**src/rtl/sirv_gnrl_arb_pkg.sv**
```systemverilog
// Shared constants for the round-robin memory-port arbiter.
// State encoding and default geometry.
package sirv_gnrl_arb_pkg;

    localparam int ARB_N_DEF  = 4;
    localparam int ARB_AW_DEF = 32;
    localparam int ARB_DW_DEF = 32;

    typedef enum logic [1:0] {
        IDLE = 2'd0,
        CMD  = 2'd1,
        RESP = 2'd2
    } arb_state_e;

    // Index width; kept at least 1 bit so N=1 corners still elaborate.
    function automatic int ptr_w(input int n);
        return (n > 1) ? $clog2(n) : 1;
    endfunction

endpackage

```
**src/rtl/sirv_gnrl_dfflr.sv**
```systemverilog
// Load-enabled flop with asynchronous active-low reset to zero.
// Used for every architectural register in the arbiter.
module sirv_gnrl_dfflr #(
    parameter int DW = 32
) (
    input  logic          lden,
    input  logic [DW-1:0] dnxt,
    output logic [DW-1:0] qout,
    input  logic          clk,
    input  logic          reset
);

    always_ff @(posedge clk or negedge reset) begin
        if (!reset) begin
            qout <= '0;
        end else if (lden) begin
            qout <= dnxt;
        end
    end

endmodule

```
**src/rtl/sirv_gnrl_rr_pick.sv**
```systemverilog
// Combinational round-robin pick: first set req bit at or after ptr.
// Wraps modulo N.
module sirv_gnrl_rr_pick
    import sirv_gnrl_arb_pkg::*;
#(
    parameter int N  = ARB_N_DEF,
    parameter int PW = ptr_w(ARB_N_DEF)
) (
    input  logic [N-1:0]  req,
    input  logic [PW-1:0] ptr,
    output logic [PW-1:0] winner,
    output logic          any
);

    int idx;

    // Scan farthest offset first so the nearest match wins last.
    always_comb begin
        winner = '0;
        any    = |req;
        idx    = 0;
        for (int i = N - 1; i >= 0; i--) begin
            idx = int'(ptr) + i;
            if (idx >= N) begin
                idx = idx - N;
            end
            if (req[idx]) begin
                winner = PW'(idx);
            end
        end
    end

endmodule

```
**src/rtl/sirv_gnrl_rr_arb.sv**
```systemverilog
// N-way round-robin arbiter onto one memory port.
// At most one transaction in flight: IDLE -> CMD -> RESP.
module sirv_gnrl_rr_arb
    import sirv_gnrl_arb_pkg::*;
#(
    parameter int N  = ARB_N_DEF,
    parameter int AW = ARB_AW_DEF,
    parameter int DW = ARB_DW_DEF
) (
    input  logic            clk,
    input  logic            reset,
    input  logic [N-1:0]    req_valid,
    output logic [N-1:0]    req_ready,
    input  logic [N-1:0]    req_wen,
    input  logic [N*AW-1:0] req_addr,
    input  logic [N*DW-1:0] req_wdata,
    output logic [N-1:0]    resp_valid,
    output logic [DW-1:0]   resp_rdata,
    output logic            m_valid,
    input  logic            m_ready,
    output logic            m_wen,
    output logic [AW-1:0]   m_addr,
    output logic [DW-1:0]   m_wdata,
    input  logic            m_resp_valid,
    input  logic [DW-1:0]   m_resp_rdata
);

    localparam int PW = ptr_w(N);

    logic [1:0]    state_q;
    logic [1:0]    state_d;
    arb_state_e    state;
    arb_state_e    state_nxt;
    logic [PW-1:0] gnt_q;
    logic [PW-1:0] ptr_q;
    logic [PW-1:0] ptr_d;
    logic [PW-1:0] winner;
    logic          any;
    logic          grant_en;
    int            gi;

    assign state = arb_state_e'(state_q);

    sirv_gnrl_rr_pick #(
        .N  (N),
        .PW (PW)
    ) u_pick (
        .req    (req_valid),
        .ptr    (ptr_q),
        .winner (winner),
        .any    (any)
    );

    assign grant_en = (state == IDLE) & any;
    assign ptr_d    = (winner == PW'(N - 1)) ? '0
                    : winner + 1'b1;

    always_comb begin
        state_nxt = state;
        unique case (state)
            IDLE: if (any)          state_nxt = CMD;
            CMD:  if (m_ready)      state_nxt = RESP;
            RESP: if (m_resp_valid) state_nxt = IDLE;
            default:                state_nxt = IDLE;
        endcase
    end

    assign state_d = state_nxt;

    sirv_gnrl_dfflr #(.DW(2)) u_state (
        .lden  (1'b1),
        .dnxt  (state_d),
        .qout  (state_q),
        .clk   (clk),
        .reset (reset)
    );

    sirv_gnrl_dfflr #(.DW(PW)) u_gnt (
        .lden  (grant_en),
        .dnxt  (winner),
        .qout  (gnt_q),
        .clk   (clk),
        .reset (reset)
    );

    sirv_gnrl_dfflr #(.DW(PW)) u_ptr (
        .lden  (grant_en),
        .dnxt  (ptr_d),
        .qout  (ptr_q),
        .clk   (clk),
        .reset (reset)
    );

    // Command fields come from the latched grant, never a fresh pick.
    always_comb begin
        gi         = int'(gnt_q);
        req_ready  = '0;
        resp_valid = '0;
        m_valid    = 1'b0;
        m_wen      = 1'b0;
        m_addr     = '0;
        m_wdata    = '0;
        if (state == CMD) begin
            m_valid       = 1'b1;
            m_wen         = req_wen[gi];
            m_addr        = req_addr[gi*AW +: AW];
            m_wdata       = req_wdata[gi*DW +: DW];
            req_ready[gi] = m_ready;
        end
        if (state == RESP) begin
            resp_valid[gi] = m_resp_valid;
        end
    end

    assign resp_rdata = m_resp_rdata;

endmodule

```
**config.mk**
```make
export PLATFORM = sky130hd
export DESIGN_NAME = sirv_gnrl_rr_arb
export DESIGN_NICKNAME = d
export VERILOG_FILES = /design/src/rtl/sirv_gnrl_arb_pkg.sv /design/src/rtl/sirv_gnrl_dfflr.sv /design/src/rtl/sirv_gnrl_rr_pick.sv /design/src/rtl/sirv_gnrl_rr_arb.sv
export SDC_FILE = /design/constraint.sdc
export NUM_CORES = 1
export LEC_CHECK = 0
export BUFFER_PORTS_ARGS = -buffer_cell sky130_fd_sc_hd__buf_2
export CORE_AREA = 2 2 157 159
export DETAILED_ROUTE_END_ITERATION = 10
export DIE_AREA = 0 0 159 161
export PLACE_DENSITY = 0.43
export SLEW_MARGIN = 20
export SYNTH_ARGS = -nofsm -noshare
export SYNTH_HDL_FRONTEND = slang
export SYNTH_HIERARCHICAL = 1
export SYNTH_SLANG_ARGS = --single-unit
```
**constraint.sdc**
```tcl
create_clock -name clk -period 1.4 [get_ports clk]
set_input_delay 0.14 -clock clk [delete_from_list [all_inputs] [get_ports clk]]
set_output_delay 0.14 -clock clk [all_outputs]
set_load 0.03 [all_outputs]
```
==> flow_summary.toml <==
[setup_path]
end_kind = "output pin"
worstPathMaxFanout = 33
arrival_ps = 1730
path_class = "reg2out"
required_ps = 1260
start_kind = "flop"

[detailed_routing]
drtIter0Drc = 48
drc = 0
num_vias = 3799
via_per_inst = 3.904
ant_nets = 0
drt_first_pass_iters = 4
wirelength_um = 15040
wl_per_cell_um = 15.46

[cts]
root_buffer = "clkbuf_16"
cts_sinks = 6
clk_latency_ps = 230
cts_max_level = 1
path_clk_slew_ps = 30
cts_tree = "built"
clock_path_buffers = 2
cts_buffers = 3

[logic_synthesis]
synth_cells = 305
synth_mux_area_share_pct = 47.83
yosysWarnings = 6
synthAdderAreaFrac_pct = 0.4340
synthXorXnorAreaFrac_pct = 0
synth_compound_area_share_pct = 26.26
netlist.area_leader.share_pct = 45.49
netlist_area_mm2 = 0.002883
synth_largest_area_cell = "mux2i_1"
ys_seq_area_share_pct = 5.208
synthSimpleGateAreaFrac_pct = 5.078
synth_area_leaders = "mux2i_1, o22ai_2, buf_4"
synth.ff_latch_count = 6
synth_top_family_by_area = "multiplexers"
synth.avg_cell_area_um2 = 9.452
ys_types = 24

[grt]
gr-usage-met2_pct = 20.28
top_usage_layer = "met2"
grt_pass1_vias = 4177
grtUsageTotal_pct = 10.69
antenna_found_initial = 1
grt_overflow_total = 0
grt_pass1_wl_um = 22250
grtUsageMet1_pct = 12.16
grt_max_degree = 34
use_met3_pct = 2.491

[sta]
tns_ps = -28660
max_freq_mhz = 535.4
skew_ps = 0.5562
hold_violations = 0
maxSlewViolCount = 0
finalWorstSetupSlack_ps = -467.9
post-route-period-util_pct = 133.4
rsz0062_at_grt = "yes"
setup_viol = 75
fin_crit_ps = 1868
holdWs_ps = 280.0

[die]
die_width_um = 159
start_util_pct = 12.03
core_mm2 = 0.02396
io_pins = 406
die_y_um = 161
die-area_mm2 = 0.02560
rows = 57

[placed_design]
place_congestion = 0.7319
io_buffers = 341
postPlaceCellArea_mm2 = 0.005655
hpwl_um = 12090
post-place-ws_ps = -214.0
dp_cells = 963

[layout]
fin_util_pct = 29.18
design_area_mm2 = 0.006992
antenna-diode-count = 0
area_growth_pct = 142.5
nets = 951
fill_cells = 2566
drive_gt1_share_pct = 88.44
layout.cells.non_filler = 973

[outcome]
outcome = "finished with violations"
violations = "setup timing"

[power_and_ir_drop]
power_density_mw_per_mm2 = 2342
leakagePower_nw = 2.920
power_mw = 16.37
peakVddDrop_mv = 0.8790

[min_path]
min_path_type = "in2async"

[run]
cap_violations = 0
worst max-delay path: stages (launching register included):
cell and delay, ps:
dfrtp_1 380, or3b_4 450, buf_16 220, o22ai_4 150, buf_2 220
metal layers:
metal / up-vias / routed length, µm
li1: 1845 / -
met1: 1735 / 5574
met2: 199 / 8141
met3: 18 / 1089
met4: 2 / 219
met5: - / 13
state kept, by name (all words and copies together) (netlist names):
name,flops
u_ptr/qout,2
u_state/qout,2
u_gnt/qout,2
report_power, final:
part	switching, mW	internal, mW	leakage (nW)
clock network	0.0986	0.378	0.0382
logic	7.83	7.64	2.81
registers	0.141	0.281	0.0702
total	8.07	8.30	2.92
placed cells by master (no fill, tap or decap), types with 2 or more instances in the layout:
master / count
mux2i_4: 47
buf_6: 42
o22ai_4: 59
nand2_1: 3
buf_12: 10
conb_1: 2
buf_4: 62
clkbuf_16: 6
o22ai_1: 2
nand2b_1: 4
mux2_2: 5
nor3_2: 2
nor2_1: 11
o22ai_2: 4
nand3b_1: 3
mux2i_2: 47
dfrtp_1: 4
mux2i_1: 37
buf_2: 278
buf_16: 4
final timing paths:
kind	cells past startpoint	start	slack (ps)	to
worst max-delay path	4	u_state/qout[1]	-470	m_addr[1]
worst min-delay path	2	reset	280	u_state/qout[1]
worst max register to register	4	u_ptr/qout[1]	-80	u_ptr/qout[1]
worst min register to register	1	u_ptr/qout[1]	600	u_ptr/qout[1]
max in group asynchronous	2	reset	950	u_gnt/qout[1]
min in group clk	0	m_resp_rdata[11]	280	resp_rdata[11]
cell usage after synthesis:
| cell | count |
|---|---|
| a211oi_1 | 1 |
| a211oi_2 | 1 |
| a21o_1 | 1 |
| a21oi_1 | 1 |
| buf_2 | 20 |
| buf_4 | 35 |
| buf_6 | 6 |
| conb_1 | 1 |
| dfrtp_1 | 6 |
| ha_1 | 1 |
| inv_1 | 1 |
| mux2_2 | 6 |
| mux2i_1 | 131 |
| nand2_1 | 3 |
| nand2b_1 | 5 |
| nand3b_1 | 3 |
| nor2_1 | 11 |
| nor2b_1 | 1 |
| nor3_1 | 2 |
| nor3b_1 | 2 |
| o21ai_0 | 1 |
| o22ai_1 | 15 |
| o22ai_2 | 50 |
| or3b_1 | 1 |
cells by family (layout without fill, tap and decap cells):
logic type               count (synthesis)  count (layout)
multiplexers                           137             137
AO/OA/AOI/OAI                           70              70
buffers and inverters                   62             405
AND/OR/NAND/NOR                         28              28
flip-flops                               6               6
adder cells (fa/ha/maj)                  1               1
other                                    1               2
layout make-up:
cell class                      instances  area (µm²)  area share [%]
Clock buffer                            4       78.83           1.127
Inverter                                1       3.754         0.05369
Timing Repair Buffer                  400        2725           38.98
Multi-Input combinational cell        238        3623           51.83
Sequential cell                         6       155.1           2.219
Tap cell                              324       405.4           5.798
timing repair:
item	CTS	global route
hold endpoints to repair	6	0
hold buffers	1	0
gates resized for setup	129	141
buffers inserted	1	3
cloned	0	4
endpoints found under the setup margin	75	77
pin swaps	0	2
Note: power is estimated with default switching activity, not from simulation.
